### src/rtl/input_stream_feeder_pkg.sv
// Shared definitions for the PE_Group stream feeders.
// Holds the feeder FSM encoding and the helpers that derive loop counts
// (tiles, blocks, window length, beats per pass) from the tiling parameters.
package input_stream_feeder_pkg;

  // Feeder FSM encoding
  localparam logic [1:0] ST_IDLE  = 2'd0;
  localparam logic [1:0] ST_RUN   = 2'd1;
  localparam logic [1:0] ST_DRAIN = 2'd2;

  // Number of output tiles walked by the outer loop
  function automatic int isf_o_tiles(input int o_size, input int o_tile);
    return o_size / o_tile;
  endfunction

  // PE-group blocks inside one output tile
  function automatic int isf_o_blocks(input int o_tile, input int o_peg);
    return o_tile / o_peg;
  endfunction

  // Weight tiles walked per output block
  function automatic int isf_w_tiles(input int w_size, input int w_tile);
    return w_size / w_tile;
  endfunction

  // Sliding-window length: one PE group convolved with one weight tile
  function automatic int isf_win_len(input int o_peg, input int w_tile);
    return o_peg + w_tile - 1;
  endfunction

  // Beats delivered in one pass
  function automatic int isf_beats(input int o_size, input int o_tile, input int o_peg,
                                   input int w_size, input int w_tile);
    return isf_o_tiles(o_size, o_tile) * isf_o_blocks(o_tile, o_peg) *
           isf_w_tiles(w_size, w_tile) * isf_win_len(o_peg, w_tile);
  endfunction

  // Counter width for a loop of n iterations (at least one bit)
  function automatic int isf_cnt_w(input int n);
    return (n <= 1) ? 1 : $clog2(n);
  endfunction

endpackage

### src/rtl/input_stream_feeder_stream_skid_fifo.sv
// stream_skid_fifo: 2-entry stream buffer between a fixed-latency source and a valid/ready sink.
// Latency: a word written in cycle n is visible at the head in cycle n+1.
// Backpressure: the writer must hold its own credit (count_o) and never write a full FIFO
// unless the head is popped that same cycle; full + pop + write keeps the count at two.
// Ports: clk/aclr (sync, active-high); in_vld_i/in_dat_i write side;
//        out_vld_o/out_dat_o/out_rdy_i read side; count_o current occupancy (0..2).
module stream_skid_fifo #(
  parameter int DataWidth = 32
) (
  input  logic                 clk,
  input  logic                 aclr,
  input  logic                 in_vld_i,
  input  logic [DataWidth-1:0] in_dat_i,
  output logic                 out_vld_o,
  output logic [DataWidth-1:0] out_dat_o,
  input  logic                 out_rdy_i,
  output logic [1:0]           count_o
);

  logic [DataWidth-1:0] mem_q [2];
  logic                 wr_ptr_q;
  logic                 rd_ptr_q;
  logic [1:0]           cnt_q;
  logic                 pop;

  assign out_vld_o = (cnt_q != 2'd0);
  assign pop       = out_vld_o && out_rdy_i;
  assign out_dat_o = mem_q[rd_ptr_q];
  assign count_o   = cnt_q;

  always_ff @(posedge clk) begin
    if (aclr) begin
      mem_q[0] <= '0;
      mem_q[1] <= '0;
      wr_ptr_q <= 1'b0;
      rd_ptr_q <= 1'b0;
      cnt_q    <= 2'd0;
    end else begin
      // When full, wr_ptr == rd_ptr: a write overwrites the head being popped
      if (in_vld_i) begin
        mem_q[wr_ptr_q] <= in_dat_i;
        wr_ptr_q        <= ~wr_ptr_q;
      end
      if (pop) begin
        rd_ptr_q <= ~rd_ptr_q;
      end
      case ({in_vld_i, pop})
        2'b10:   cnt_q <= cnt_q + 2'd1;
        2'b01:   cnt_q <= cnt_q - 2'd1;
        default: cnt_q <= cnt_q;
      endcase
    end
  end

endmodule

### src/rtl/input_stream_feeder.sv
// input_stream_feeder: walks the tiled I-operand address pattern and streams the words to PE_Group.
// Latency: Start sampled at edge n -> first beat valid after edge n+2; then 1 beat/cycle.
// Backpressure: reads are credit-limited to the 2-entry output buffer; stalled beats hold stable.
// Ports: clk/aclr (sync, active-high); Start/Busy/Done pass control; Mem_RdEn/Mem_Addr/Mem_RdData
//        1-cycle-latency memory read port; I_DataOutValid/I_DataOutRdy/I_DataOut output stream.
module input_stream_feeder
  import input_stream_feeder_pkg::*;
#(
  parameter int DataWidth     = 32,
  parameter int AddrWidth     = 8,
  parameter int O_Size        = 8,
  parameter int O_TileSize    = 4,
  parameter int O_PEGroupSize = 4,
  parameter int W_Size        = 8,
  parameter int W_TileSize    = 8
) (
  input  logic                 clk,
  input  logic                 aclr,
  input  logic                 Start,
  output logic                 Busy,
  output logic                 Done,
  output logic                 Mem_RdEn,
  output logic [AddrWidth-1:0] Mem_Addr,
  input  logic [DataWidth-1:0] Mem_RdData,
  output logic                 I_DataOutValid,
  input  logic                 I_DataOutRdy,
  output logic [DataWidth-1:0] I_DataOut
);

  localparam int OTiles  = isf_o_tiles(O_Size, O_TileSize);
  localparam int OBlocks = isf_o_blocks(O_TileSize, O_PEGroupSize);
  localparam int WTiles  = isf_w_tiles(W_Size, W_TileSize);
  localparam int WinLen  = isf_win_len(O_PEGroupSize, W_TileSize);

  localparam int OtW = isf_cnt_w(OTiles);
  localparam int ObW = isf_cnt_w(OBlocks);
  localparam int WtW = isf_cnt_w(WTiles);
  localparam int KW  = isf_cnt_w(WinLen);

  localparam logic [OtW-1:0] OtLast = OtW'(OTiles - 1);
  localparam logic [ObW-1:0] ObLast = ObW'(OBlocks - 1);
  localparam logic [WtW-1:0] WtLast = WtW'(WTiles - 1);
  localparam logic [KW-1:0]  KLast  = KW'(WinLen - 1);

  logic [1:0]     state_q, state_d;
  logic [OtW-1:0] ot_q, ot_d;
  logic [ObW-1:0] ob_q, ob_d;
  logic [WtW-1:0] wt_q, wt_d;
  logic [KW-1:0]  k_q, k_d;
  logic           inflight_q;

  logic [1:0]     fifo_cnt;
  logic           pop;
  logic           issue;
  logic           last_addr;
  logic           drained;

  assign pop = I_DataOutValid && I_DataOutRdy;

  // Credit check counts the slot freed by this cycle's pop, otherwise the
  // pipeline bubbles every other beat with the sink always ready.
  assign issue = (state_q == ST_RUN) &&
                 (({1'b0, fifo_cnt} + {2'b00, inflight_q}) < (3'd2 + {2'b00, pop}));

  assign last_addr = (k_q == KLast) && (wt_q == WtLast) && (ob_q == ObLast) && (ot_q == OtLast);
  assign drained   = (fifo_cnt == 2'd0) && !inflight_q;

  assign Busy     = (state_q == ST_RUN) || (state_q == ST_DRAIN);
  assign Done     = (state_q == ST_DRAIN) && drained;
  assign Mem_RdEn = issue;
  assign Mem_Addr = AddrWidth'(int'(ot_q) * O_TileSize + int'(ob_q) * O_PEGroupSize +
                               int'(wt_q) * W_TileSize + int'(k_q));

  always_comb begin
    state_d = state_q;
    ot_d    = ot_q;
    ob_d    = ob_q;
    wt_d    = wt_q;
    k_d     = k_q;
    case (state_q)
      ST_IDLE: begin
        if (Start) begin
          state_d = ST_RUN;
          ot_d    = '0;
          ob_d    = '0;
          wt_d    = '0;
          k_d     = '0;
        end
      end
      ST_RUN: begin
        if (issue) begin
          // Nested loop advance, k innermost; all wrap to zero on the last address
          if (k_q == KLast) begin
            k_d = '0;
            if (wt_q == WtLast) begin
              wt_d = '0;
              if (ob_q == ObLast) begin
                ob_d = '0;
                ot_d = (ot_q == OtLast) ? '0 : ot_q + OtW'(1);
              end else begin
                ob_d = ob_q + ObW'(1);
              end
            end else begin
              wt_d = wt_q + WtW'(1);
            end
          end else begin
            k_d = k_q + KW'(1);
          end
          if (last_addr) begin
            state_d = ST_DRAIN;
          end
        end
      end
      ST_DRAIN: begin
        if (drained) begin
          state_d = ST_IDLE;
        end
      end
      default: state_d = ST_IDLE;
    endcase
  end

  always_ff @(posedge clk) begin
    if (aclr) begin
      state_q    <= ST_IDLE;
      ot_q       <= '0;
      ob_q       <= '0;
      wt_q       <= '0;
      k_q        <= '0;
      inflight_q <= 1'b0;
    end else begin
      state_q    <= state_d;
      ot_q       <= ot_d;
      ob_q       <= ob_d;
      wt_q       <= wt_d;
      k_q        <= k_d;
      inflight_q <= issue;
    end
  end

  // Read data lands exactly one cycle after issue, tracked by inflight_q
  stream_skid_fifo #(
    .DataWidth (DataWidth)
  ) u_fifo (
    .clk       (clk),
    .aclr      (aclr),
    .in_vld_i  (inflight_q),
    .in_dat_i  (Mem_RdData),
    .out_vld_o (I_DataOutValid),
    .out_dat_o (I_DataOut),
    .out_rdy_i (I_DataOutRdy),
    .count_o   (fifo_cnt)
  );

endmodule

### config.mk
export PLATFORM = sky130hd
export DESIGN_NAME = input_stream_feeder
export DESIGN_NICKNAME = d
export VERILOG_FILES = /design/src/rtl/input_stream_feeder_pkg.sv /design/src/rtl/input_stream_feeder_stream_skid_fifo.sv /design/src/rtl/input_stream_feeder.sv
export SDC_FILE = /design/constraint.sdc
export NUM_CORES = 1
export LEC_CHECK = 0
export CAP_MARGIN = 40
export CORE_UTILIZATION = 51
export DETAILED_ROUTE_END_ITERATION = 8
export HOLD_SLACK_MARGIN = 0.03
export PLACE_DENSITY = 0.8
export SYNTH_ARGS = -nofsm -noshare
export SYNTH_HDL_FRONTEND = slang
export SYNTH_SLANG_ARGS = --single-unit
### constraint.sdc
create_clock -name clk -period 2.7 [get_ports clk]
set_input_delay 0.54 -clock clk [delete_from_list [all_inputs] [get_ports clk]]
set_output_delay 0.54 -clock clk [all_outputs]
set_load 0.02 [all_outputs]
After elaboration in Yosys (flattened, before gate mapping) --
Memory sizes are Yosys's and may differ from the RTL's. A register that Yosys moved wholly into a read port is not among the register bits. Index checks and enable logic that the tools add are counted.
Cells by class: divide/modulo/power cells 0, multiply operators 0, $lt $le $gt $ge 1, muxes and demuxes 36, add/subtract/negate cells 11, eq/ne operators 12, reductions and logical operators 20, shifts and indexed selects 0, bitwise logic cells 4
Operators with widths (number):
- $mux W32 | 1
- $reduce_or A32 Y1 | 1
- $mux W1 | 22
- $mux W4 | 3
- $ne A2 B2 Y1 const B | 6
- $mux W2 | 4
- $pmux W4 S2 | 1
- $reduce_and A4 Y1 | 2
- $logic_and A1 B1 Y1 | 7
- $add A5 B4 Y6 | 1
- $pmux W1 S2 | 3
- $pmux W2 S3 | 1
- $reduce_and A6 Y1 | 1
- $reduce_bool A2 Y1 | 3
- $add A4 B4 Y5 | 1
- $reduce_and A5 Y1 | 1
- $add A3 B3 Y4 | 1
- $add A4 B1 Y4 const B | 1
- $eq A2 B1 Y1 const B | 2
- $eq A2 B2 Y1 const B | 2
- $eq A4 B4 Y1 const B | 1
- $logic_not A2 Y1 | 2
- $not A1 Y1 | 4
- $pmux W2 S2 | 1
- 10 further kinds | 12
Word-level totals: register bits after elaboration 14, logic and storage cells 94, RAM bits 64, output and inout bits 44, bits in latches 0, memories kept 1, memory bits (read-only) 0
Memory list:
- u_fifo.mem_q | words 2, bits a word 32, read ports 1, clocked after memory_dff 1, write ports 2, line input_stream_feeder_stream_skid_fifo.sv:20 | logic [DataWidth-1:0] mem_q [2];

Longest topological paths before layout --
Gate-level depths: netlist (run 1).
depth after elaboration 7, depth in mapped cells 7, mapped depth without buffers 6

Modules after synthesis --
From an unflattened synthesis (run 1), not the netlist that was laid out.
Second synthesis, totals: cells, all modules 306, area total of the unflattened synthesis 3688.5 um2
Modules (own cells, without submodules):
- stream_skid_fifo | times used 1, sequential area each 2021.9 um2, cells an instance 231, area an instance 3010.4 um2
- input_stream_feeder | times used 1, sequential area each 160.2 um2, cells an instance 75, area an instance 678.2 um2

Worst setup path after synthesis (run 1) --
Ideal clock, no wire load.
kind reg2reg, from reg inflight_q, to mem u_fifo.mem_q[0][0], enable pin, slack 0.270 ns, clock period less this slack 2.430 ns, setup time 0.428 ns, data required time 2.272 ns, data arrival time 2.002 ns, stages on the path, launching flop included 3, cells stage by stage dfxtp_1 inv_2 o21bai_1
RTL lines:
- start, declared | line input_stream_feeder.sv:50 | logic inflight_q;
- start signal, assigned | line input_stream_feeder.sv:137 | inflight_q <= issue;
- end, declared | line input_stream_feeder_stream_skid_fifo.sv:20

Worst setup path after layout (run 1) --
from reg u_fifo.cnt_q[1], in the netlist u_fifo.count_o[1], to out Done
Between the ends: word-level cells in the longest chain between the ends 3
RTL lines:
- start, declared | line input_stream_feeder_stream_skid_fifo.sv:23 | logic [1:0] cnt_q;
- start signal, assigned | line input_stream_feeder_stream_skid_fifo.sv:48 | 2'b10: cnt_q <= cnt_q + 2'd1;
- start signal, assigned | line input_stream_feeder_stream_skid_fifo.sv:49 | 2'b01: cnt_q <= cnt_q - 2'd1;
- start signal, assigned | line input_stream_feeder_stream_skid_fifo.sv:50 | default: cnt_q <= cnt_q;
- $logic_not A2 Y1 | line input_stream_feeder.sv:66 | assign drained = (fifo_cnt == 2'd0) && !inflight_q;
- $logic_and A1 B1 Y1 | line input_stream_feeder.sv:66
- $logic_and A1 B1 Y1 | line input_stream_feeder.sv:69 | assign Done = (state_q == ST_DRAIN) && drained;
- end, declared | line input_stream_feeder.sv:21 | output logic Done,
Every way passes these cells.

==> impl_table.tex, run 1 <==
\begin{tabular}{lr}
\hline
Metric & Value \\
\hline
\multicolumn{2}{l}{\textbf{Power}} \\
\quad Peak VDD IR & 0.3515 mV \\
\quad Leakage power figure & 1.827 nW \\
\quad Power density normalized to cell area & 771.0 mW/mm2 \\
\quad Power, Total & 3.732 mW \\
\multicolumn{2}{l}{\textbf{Final layout}} \\
\quad Commonest cells after routing, fill and taps aside & clkdlybuf4s50\_1 (75), and2\_1 (65), edfxtp\_1 (64), mux2\_2 (30), dfxtp\_1 (12) \\
\quad Diode insertion count for antenna repair & 0 \\
\quad Layout area overhead & 31.02\% \\
\quad Fraction of final layout cells with drive strength greater than 1 & 0.1858 \\
\quad Final net count & 406 \\
\quad Most common cell after layout, fill and taps aside & clkdlybuf4s50\_1 \\
\quad Post-Route Utilization & 0.7009 \\
\multicolumn{2}{l}{\textbf{STA}} \\
\quad Worst slew margin relative to its limit & 0.4685 \\
\quad Number of slew-limit violations in the final report & 0 \\
\quad Least-Margin Pin Slew & 0.7973 ns \\
\quad Fin crit share & 0.8960 \\
\quad Final-report hold violation count & 0 \\
\quad Post-Route Setup TNS & 0 ns \\
\quad Final critical delay including setup and external delays & 2.419 ns \\
\quad Maximum clock frequency & 0.4134 GHz \\
\quad Final setup violating endpoints & 0 \\
\quad RSZ-0062 raised after global routing & false \\
\quad Clock skew & 0.01011 ns \\
\multicolumn{2}{l}{\textbf{Drt}} \\
\quad Average via count per standard cell & 5.093 \\
\quad Via total after detailed routing & 2353 \\
\quad Number of design-rule violations left by the first detailed-router iteration & 134 \\
\quad Post-route antenna net violation count & 0 \\
\quad Aggregate routed wire length & 6.814 mm \\
\quad Count of TritonRoute iterations in the first routing pass & 4 \\
\quad Average wire length per cell after detail routing & 14.75 um \\
\quad DRC Markers & 0 \\
\multicolumn{2}{l}{\textbf{Die}} \\
\quad Die Span Y & 87.12 um \\
\quad Total I/O pin count & 80 \\
\quad Total core area & 0.006907 mm2 \\
\quad Site row count & 30 \\
\quad DIE AREA & 0.007589 mm2 \\
\quad Initial Util & 0.5350 \\
\quad Width of the die & 87.12 um \\
\multicolumn{2}{l}{\textbf{Worst hold path}} \\
\quad Launch point of the worst hold path & u\_fifo.rd\_ptr\_q \\
\quad Hold Crit Class & reg -> reg \\
\quad Endpoint with the worst hold slack & u\_fifo.rd\_ptr\_q \\
\quad Hold path cells & 2 \\
\multicolumn{2}{l}{\textbf{Synth}} \\
\quad Number of synthesized flops with an enable pin & 64 \\
\quad FFs w/ async S/R, synth & 0 \\
\quad Synthesized area per cell & 13.10 um2 \\
\quad Number of warnings printed during yosys synthesis & 0 \\
\quad Top flip-flop cell by instance count after synthesis & edfxtp\_1 \\
\quad Register area share after synthesis & 0.5906 \\
\quad Seq cells post-synth & 77 \\
\quad Gate Count Post-Synth & 282 \\
\quad Count of cell types in the netlist & 52 \\
\quad Area of the mapped netlist & 0.003695 mm2 \\
\multicolumn{2}{l}{\textbf{Critical path}} \\
\quad Arrival time reported for the critical path endpoint & 1.88 ns \\
\quad RR Startpoint & inflight\_q \\
\quad Worst endpoint required time & 2.16 ns \\
\quad End of the worst register-to-register path & u\_fifo.mem\_q[1][28] \\
\quad Capturing element type of the critical path & output port \\
\quad Slowest library cell on the worst path & clkdlybuf4s50\_1 \\
\quad Critical path fanouts, max & 6 \\
\quad Slowest Stage Delay on Critical Path & 0.63 ns \\
\quad Category of the most critical setup path & reg -> out \\
\quad Worst r2r path cells & 3 \\
\quad Chain of cells forming the critical path & or2\_2 > nor3b\_1 > clkdlybuf4s50\_1 \\
\quad Setup slack on the worst flop-to-flop path & 0.91 ns \\
\quad CP startpoint kind & register \\
\multicolumn{2}{l}{\textbf{Clocking}} \\
\quad Longest Clk Path Bufs & 2 \\
\quad Post-CTS setup repair buffer count & 0 \\
\quad Number of sinks driven by the clock tree & 77 \\
\quad Number of buffers added by the clock tree synthesis step & 9 \\
\quad Latest clock arrival within the worst-skew pair & 0.35 ns \\
\quad H-Tree Level Count & 3 \\
\quad Worst-path clk slew & 0.08 ns \\
\quad Clock tree root buffer cell & clkbuf\_8 \\
\quad TritonCTS clock tree & done \\
\multicolumn{2}{l}{\textbf{Global route}} \\
\quad Global route overflow & 0 \\
\quad First-pass GRT wire length & 10.49 mm \\
\quad Via count of the first global-routing pass & 2199 \\
\quad GRT Resource Usage Total & 0.1885 \\
\quad Antenna violations before repair & 0 \\
\quad Largest net degree at the start of global routing & 33 \\
\multicolumn{2}{l}{\textbf{Flow run}} \\
\quad Number of max-capacitance violations reported & 0 \\
\multicolumn{2}{l}{\textbf{Place}} \\
\quad Port bufs & 76 \\
\quad Detail Placement HPWL & 4.530 mm \\
\quad Global placement routability congestion & 0.7649 \\
\multicolumn{2}{l}{\textbf{Status}} \\
\quad Outcome & complete, no violations \\
\hline
\end{tabular}
## flip-flops by register name (all words and copies together) (netlist names), named ones only
| register | flops |
|---|---|
| u_fifo.mem_q | 64 |
| k_q | 4 |
| state_q | 2 |
| u_fifo.count_o | 2 |
| inflight_q | 1 |
| ot_q | 1 |
| u_fifo.rd_ptr_q | 1 |
| u_fifo.wr_ptr_q | 1 |
## cells by family (layout without fill, tap and decap cells)
kind of cell    Yosys count  after routing  share of synthesized area
mux                      34             34                     0.1040
other cells               1              3                   0.001015
compound gates           21             21                    0.04877
simple gates            110            110                     0.1822
xor+xnor                  4              4                   0.009484
flops                    77             77                     0.5906
buf+inv                  26            108                    0.03353
fa+ha+maj                 9              9                    0.03048
## timing repair
action | 4_1_cts | 5_1_grt
gates resized for setup | 1 | 1
hold buffers | 0 | 0
endpoints found under the setup margin | 1 | 1
## worst max-delay path, delay by kind of cell, from the launching register on
family        cells  cell delay (ns)
flops             1             0.36
buf+inv           1             0.63
simple gates      2             0.54
## Yosys cell counts, types with 3 or more instances
| cell type | n | area (um2) |
|---|---|---|
| a21oi_1 | 4 | 20.02 |
| and2_1 | 65 | 406.6 |
| buf_2 | 6 | 30.03 |
| buf_4 | 5 | 37.54 |
| clkbuf_1 | 7 | 26.28 |
| dfxtp_1 | 13 | 260.3 |
| edfxtp_1 | 64 | 1922 |
| ha_1 | 9 | 112.6 |
| inv_1 | 6 | 22.52 |
| mux2_2 | 30 | 337.8 |
| nand2_1 | 6 | 22.52 |
| nand3_1 | 4 | 20.02 |
| nor2_1 | 9 | 33.78 |
| nor2b_1 | 3 | 18.77 |
| nor3_1 | 3 | 15.01 |
## worst max path at each step
stage,startpoint,endpoint,slack [ns]
global route,u_fifo.count_o[1],Done,0.15
floorplan,inflight_q,u_fifo.mem_q[0][0],0.27
CTS,inflight_q,Mem_RdEn,0.02
global placement,I_DataOutRdy,Mem_RdEn,0.19
finish,u_fifo.count_o[1],Done,0.28
detailed placement,I_DataOutRdy,Mem_RdEn,0.16
## routing by layer
metal | track usage | up-vias | wire length, um
met5 | 0 | - | 0
met2 | 0.3157 | 57 | 3425
li1 | - | 1160 | -
met4 | 0.08644 | 0 | 126
met1 | 0.2288 | 1126 | 2948
met3 | 0.04929 | 10 | 312
## report_power, final
part | switching (mW) | internal (mW)
clock network | 0.418 | 0.519
logic | 0.631 | 0.632
registers | 0.0769 | 1.46
## area by class of cell
class | count | area (um2)
well taps | 96 | 120.1
inverters | 7 | 26.28
flip-flops and latches | 77 | 2183
clock buffers | 10 | 127.6
fillers | 510 | 2066
clock inverters | 6 | 87.58
repair buffers | 85 | 875.8
multi-input cells | 181 | 1420
## per-stage QoR
stage / area [um2] / setup WS, ns / cells / hold WS (ns)
floorplan: 3702 / 0.2700 / 284 / 0.4725
global placement: 4594 / 0.1902 / 445 / 0.4879
detailed placement: 4622 / 0.1631 / 446 / 0.5040
CTS: 4838 / 0.01859 / 462 / 0.5242
global route: 4841 / 0.1473 / 462 / 0.5663
finish: 4841 / 0.2808 / 462 / 0.5159
Note: power is estimated with default switching activity, not from simulation.
==> run 2, diff against run 1 <==
--- a/config.mk
+++ b/config.mk
@@ -7,6 +7,7 @@
 export LEC_CHECK = 0
 export CAP_MARGIN = 40
 export CORE_UTILIZATION = 51
+export CTS_CLUSTER_SIZE = 10
 export DETAILED_ROUTE_END_ITERATION = 8
 export HOLD_SLACK_MARGIN = 0.03
 export PLACE_DENSITY = 0.8
==> results of run 2 <==
Same layout as run 1: the final DEF is identical, and so are final timing and power.
==> run 3, diff against run 2 <==
--- a/config.mk
+++ b/config.mk
@@ -6,6 +6,7 @@
 export NUM_CORES = 1
 export LEC_CHECK = 0
 export CAP_MARGIN = 40
+export CORE_ASPECT_RATIO = 1.4
 export CORE_UTILIZATION = 51
 export CTS_CLUSTER_SIZE = 10
 export DETAILED_ROUTE_END_ITERATION = 8
==> run 3 against run 2 <==
Effect of this change: combinational power barely moved; total power fell by 6.9%; worst setup slack got worse by 0.0052 ns; final area fell by 2.1%; final cell count fell by 0.65%; sequential share of layout area rose by 0.98 points; sequential cell count did not move; clock skew fell by 0.0045 ns; wire length rose by 2.0%; largest cell class unchanged.
==> impl_table.tex, run 3 (synthesis gave the netlist of run 1 again) <==
\begin{tabular}{lr}
\hline
Metric & Value \\
\hline
\multicolumn{2}{l}{\textbf{Drt}} \\
\quad Average via count per standard cell & 5.174 (+1.6\%) \\
\quad Metal3 WL & 345 um (+11\%) \\
\quad Highest metal layer used by the detailed router & met4 \\
\quad Number of design-rule violations left by the first detailed-router iteration & 107 (-20\%) \\
\quad DRC Markers & 0 (unchanged) \\
\quad Post-route antenna net violation count & 0 (unchanged) \\
\quad Count of TritonRoute iterations in the first routing pass & 4 (unchanged) \\
\quad Via total after detailed routing & 2375 (+0.93\%) \\
\quad Aggregate routed wire length & 6.948 mm (+2.0\%) \\
\quad Post-route met1 wirelength & 2.775 mm (-5.9\%) \\
\quad Metal2 WL & 3.654 mm (+6.7\%) \\
\quad Average wire length per cell after detail routing & 15.14 um (+2.6\%) \\
\multicolumn{2}{l}{\textbf{Die}} \\
\quad Initial Util & 0.5292 (-0.005752) \\
\quad Site row count & 36 (+20\%) \\
\quad Width of the die & 73.94 um (-15\%) \\
\quad Total core area & 0.006982 mm2 (+1.1\%) \\
\quad DIE AREA & 0.007594 mm2 (about the same) \\
\quad Die Span Y & 102.7 um (+18\%) \\
\quad Total I/O pin count & 80 (unchanged) \\
\multicolumn{2}{l}{\textbf{Flow run}} \\
\quad Number of max-capacitance violations reported & 0 (unchanged) \\
\multicolumn{2}{l}{\textbf{Final layout}} \\
\quad Most common cell after layout, fill and taps aside & clkdlybuf4s50\_1 \\
\quad Fraction of final layout cells with drive strength greater than 1 & 0.1786 (-0.007221) \\
\quad Filler-free cell count of the finished design & 459 (-0.65\%) \\
\quad Max reg flops & 64 (unchanged) \\
\quad Layout area overhead & 28.24\% \\
\quad Reg with most FFs & u\_fifo.mem\_q \\
\quad Final net count & 404 (-0.49\%) \\
\quad Filler instances & 513 (+0.59\%) \\
\quad Registers with the most flip-flops & u\_fifo.mem\_q (64), k\_q (4) \\
\quad Commonest cells after routing, fill and taps aside & clkdlybuf4s50\_1 (75), and2\_1 (65), edfxtp\_1 (64), mux2\_2 (30), dfxtp\_1 (12) \\
\quad Diode insertion count for antenna repair & 0 (unchanged) \\
\multicolumn{2}{l}{\textbf{Global route}} \\
\quad Antenna violations before repair & 0 (unchanged) \\
\quad Largest net degree at the start of global routing & 33 (unchanged) \\
\quad Via count of the first global-routing pass & 2246 (+2.1\%) \\
\quad First-pass GRT wire length & 10.55 mm (+0.59\%) \\
\quad GRT Resource Usage Total & 0.1923 (+0.003881) \\
\quad Global route overflow & 0 (unchanged) \\
\multicolumn{2}{l}{\textbf{Critical path}} \\
\quad Setup slack on the worst flop-to-flop path & 0.90 ns (about the same) \\
\quad Worst endpoint required time & 2.16 ns (about the same) \\
\quad Startpoint of the most critical setup path & inflight\_q \\
\quad Category of the most critical setup path & reg -> out \\
\quad Critical path fanouts, max & 5 (-1) \\
\quad RR Startpoint & inflight\_q \\
\quad Capturing element type of the critical path & output port \\
\quad Arrival time reported for the critical path endpoint & 1.88 ns (about the same) \\
\quad Worst r2r path cells & 6 (+3) \\
\quad End of the worst register-to-register path & state\_q[0] \\
\quad CP startpoint kind & register \\
\multicolumn{2}{l}{\textbf{STA}} \\
\quad Final setup violating endpoints & 0 (unchanged) \\
\quad Post-Route Setup TNS & 0 ns (unchanged) \\
\quad Least-Margin Pin Slew & 0.8064 ns (+0.009086 ns) \\
\quad Maximum clock frequency & 0.4125 GHz (-0.22\%) \\
\quad Worst slew margin relative to its limit & 0.4624 (-0.006058) \\
\quad Clock skew & 0.005575 ns (-0.004534 ns) \\
\quad RSZ-0062 raised after global routing & false \\
\quad Post-Route Hold Slack & 0.5099 ns (-0.005992 ns) \\
\quad Final critical delay including setup and external delays & 2.424 ns (+0.005213 ns) \\
\quad Fin crit share & 0.8979 (+0.001931) \\
\quad Number of slew-limit violations in the final report & 0 (unchanged) \\
\quad Final-report hold violation count & 0 (unchanged) \\
\multicolumn{2}{l}{\textbf{Power}} \\
\quad Power density normalized to cell area & 733.2 mW/mm2 (-4.9\%) \\
\quad Peak VDD IR & 0.4671 mV (+33\%) \\
\quad Leakage power figure & 1.784 nW (-2.4\%) \\
\multicolumn{2}{l}{\textbf{Worst hold path}} \\
\quad Hold path cells & 2 (unchanged) \\
\quad Hold Crit Class & reg -> reg \\
\quad Launch point of the worst hold path & u\_fifo.rd\_ptr\_q \\
\multicolumn{2}{l}{\textbf{Clocking}} \\
\quad TritonCTS clock tree & done \\
\quad H-Tree Level Count & 3 (unchanged) \\
\quad Number of sinks driven by the clock tree & 77 (unchanged) \\
\quad Worst-path clk slew & 0.07 ns (about the same) \\
\quad Post-CTS setup repair buffer count & 0 (unchanged) \\
\quad \# hold bufs at CTS & 0 (unchanged) \\
\quad Longest Clk Path Bufs & 2 (unchanged) \\
\quad Clock tree root buffer cell & clkbuf\_8 \\
\quad Number of gates resized after CTS & 2 (+1) \\
\quad Number of buffers added by the clock tree synthesis step & 9 (unchanged) \\
\quad Latest clock arrival within the worst-skew pair & 0.34 ns (about the same) \\
\multicolumn{2}{l}{\textbf{Place}} \\
\quad Port bufs & 76 (unchanged) \\
\quad Detail Placement HPWL & 4.610 mm (+1.8\%) \\
\quad Placed instance count & 443 (-0.67\%) \\
\quad Global placement routability congestion & 0.8044 (+5.2\%) \\
\multicolumn{2}{l}{\textbf{Status}} \\
\quad Outcome & complete, no violations \\
\hline
\end{tabular}
## run 3: worst max-delay path, cell delays in order, from the launching register on
cell           delay (ns)
dfxtp_1              0.37
ha_1                 0.23
ha_1                 0.33
o21ai_2              0.09
nand3_1              0.13
inv_1                0.08
dlygate4sd2_1        0.33
## run 3: report_power, final
part | internal [mW] | switching [mW] | total [mW] | leakage [nW]
combinational | 0.605 | 0.623 | 1.23 | 0.928
sequential | 1.46 | 0.0760 | 1.53 | 0.772
clock | 0.328 | 0.386 | 0.714 | 0.0845
total | 2.39 | 1.09 | 3.47 | 1.78
## run 3: area by class of cell
class,instances,area [um2],share of cell area
Timing Repair Buffer,83,837.1,0.1767
Multi-Input combinational cell,181,1414,0.2984
Tap cell,95,118.9,0.02509
Clock inverter,5,27.53,0.005809
Sequential cell,77,2183,0.4608
Inverter,7,26.28,0.005545
Clock buffer,11,131.4,0.02773
## run 3: per-stage QoR
step / utilization / setup slack, ns / power, mW / area [um2]
final: 0.6787 / 0.2756 / 3.474 / 4738
after detailed placement: 0.6559 / 0.1411 / 2.794 / 4579
after CTS: 0.6787 / 0.2514 / 3.506 / 4738
after global routing: 0.6787 / 0.1434 / 3.635 / 4738
after global placement: 0.6530 / 0.1527 / 2.757 / 4559
after floorplan: - / 0.2700 / 2.289 / 3702
## run 3: how the worst max path moves through the flow
stage / end / depth (start not counted) / slack [ns]
2_1_floorplan: u_fifo.mem_q[0][0] / 2 / 0.27
3_3_place_gp: Mem_RdEn / 6 / 0.15
3_5_place_dp: Mem_RdEn / 6 / 0.14
4_1_cts: Mem_RdEn / 6 / 0.25
5_1_grt: Mem_RdEn / 6 / 0.14
6_report: Mem_RdEn / 6 / 0.28
## run 3: routing by layer
layer / global-route usage / vias up
li1: - / 1152
met4: 0.09320 / 0
met3: 0.05963 / 13
met1: 0.1985 / 1137
met2: 0.3469 / 73
met5: 0 / -
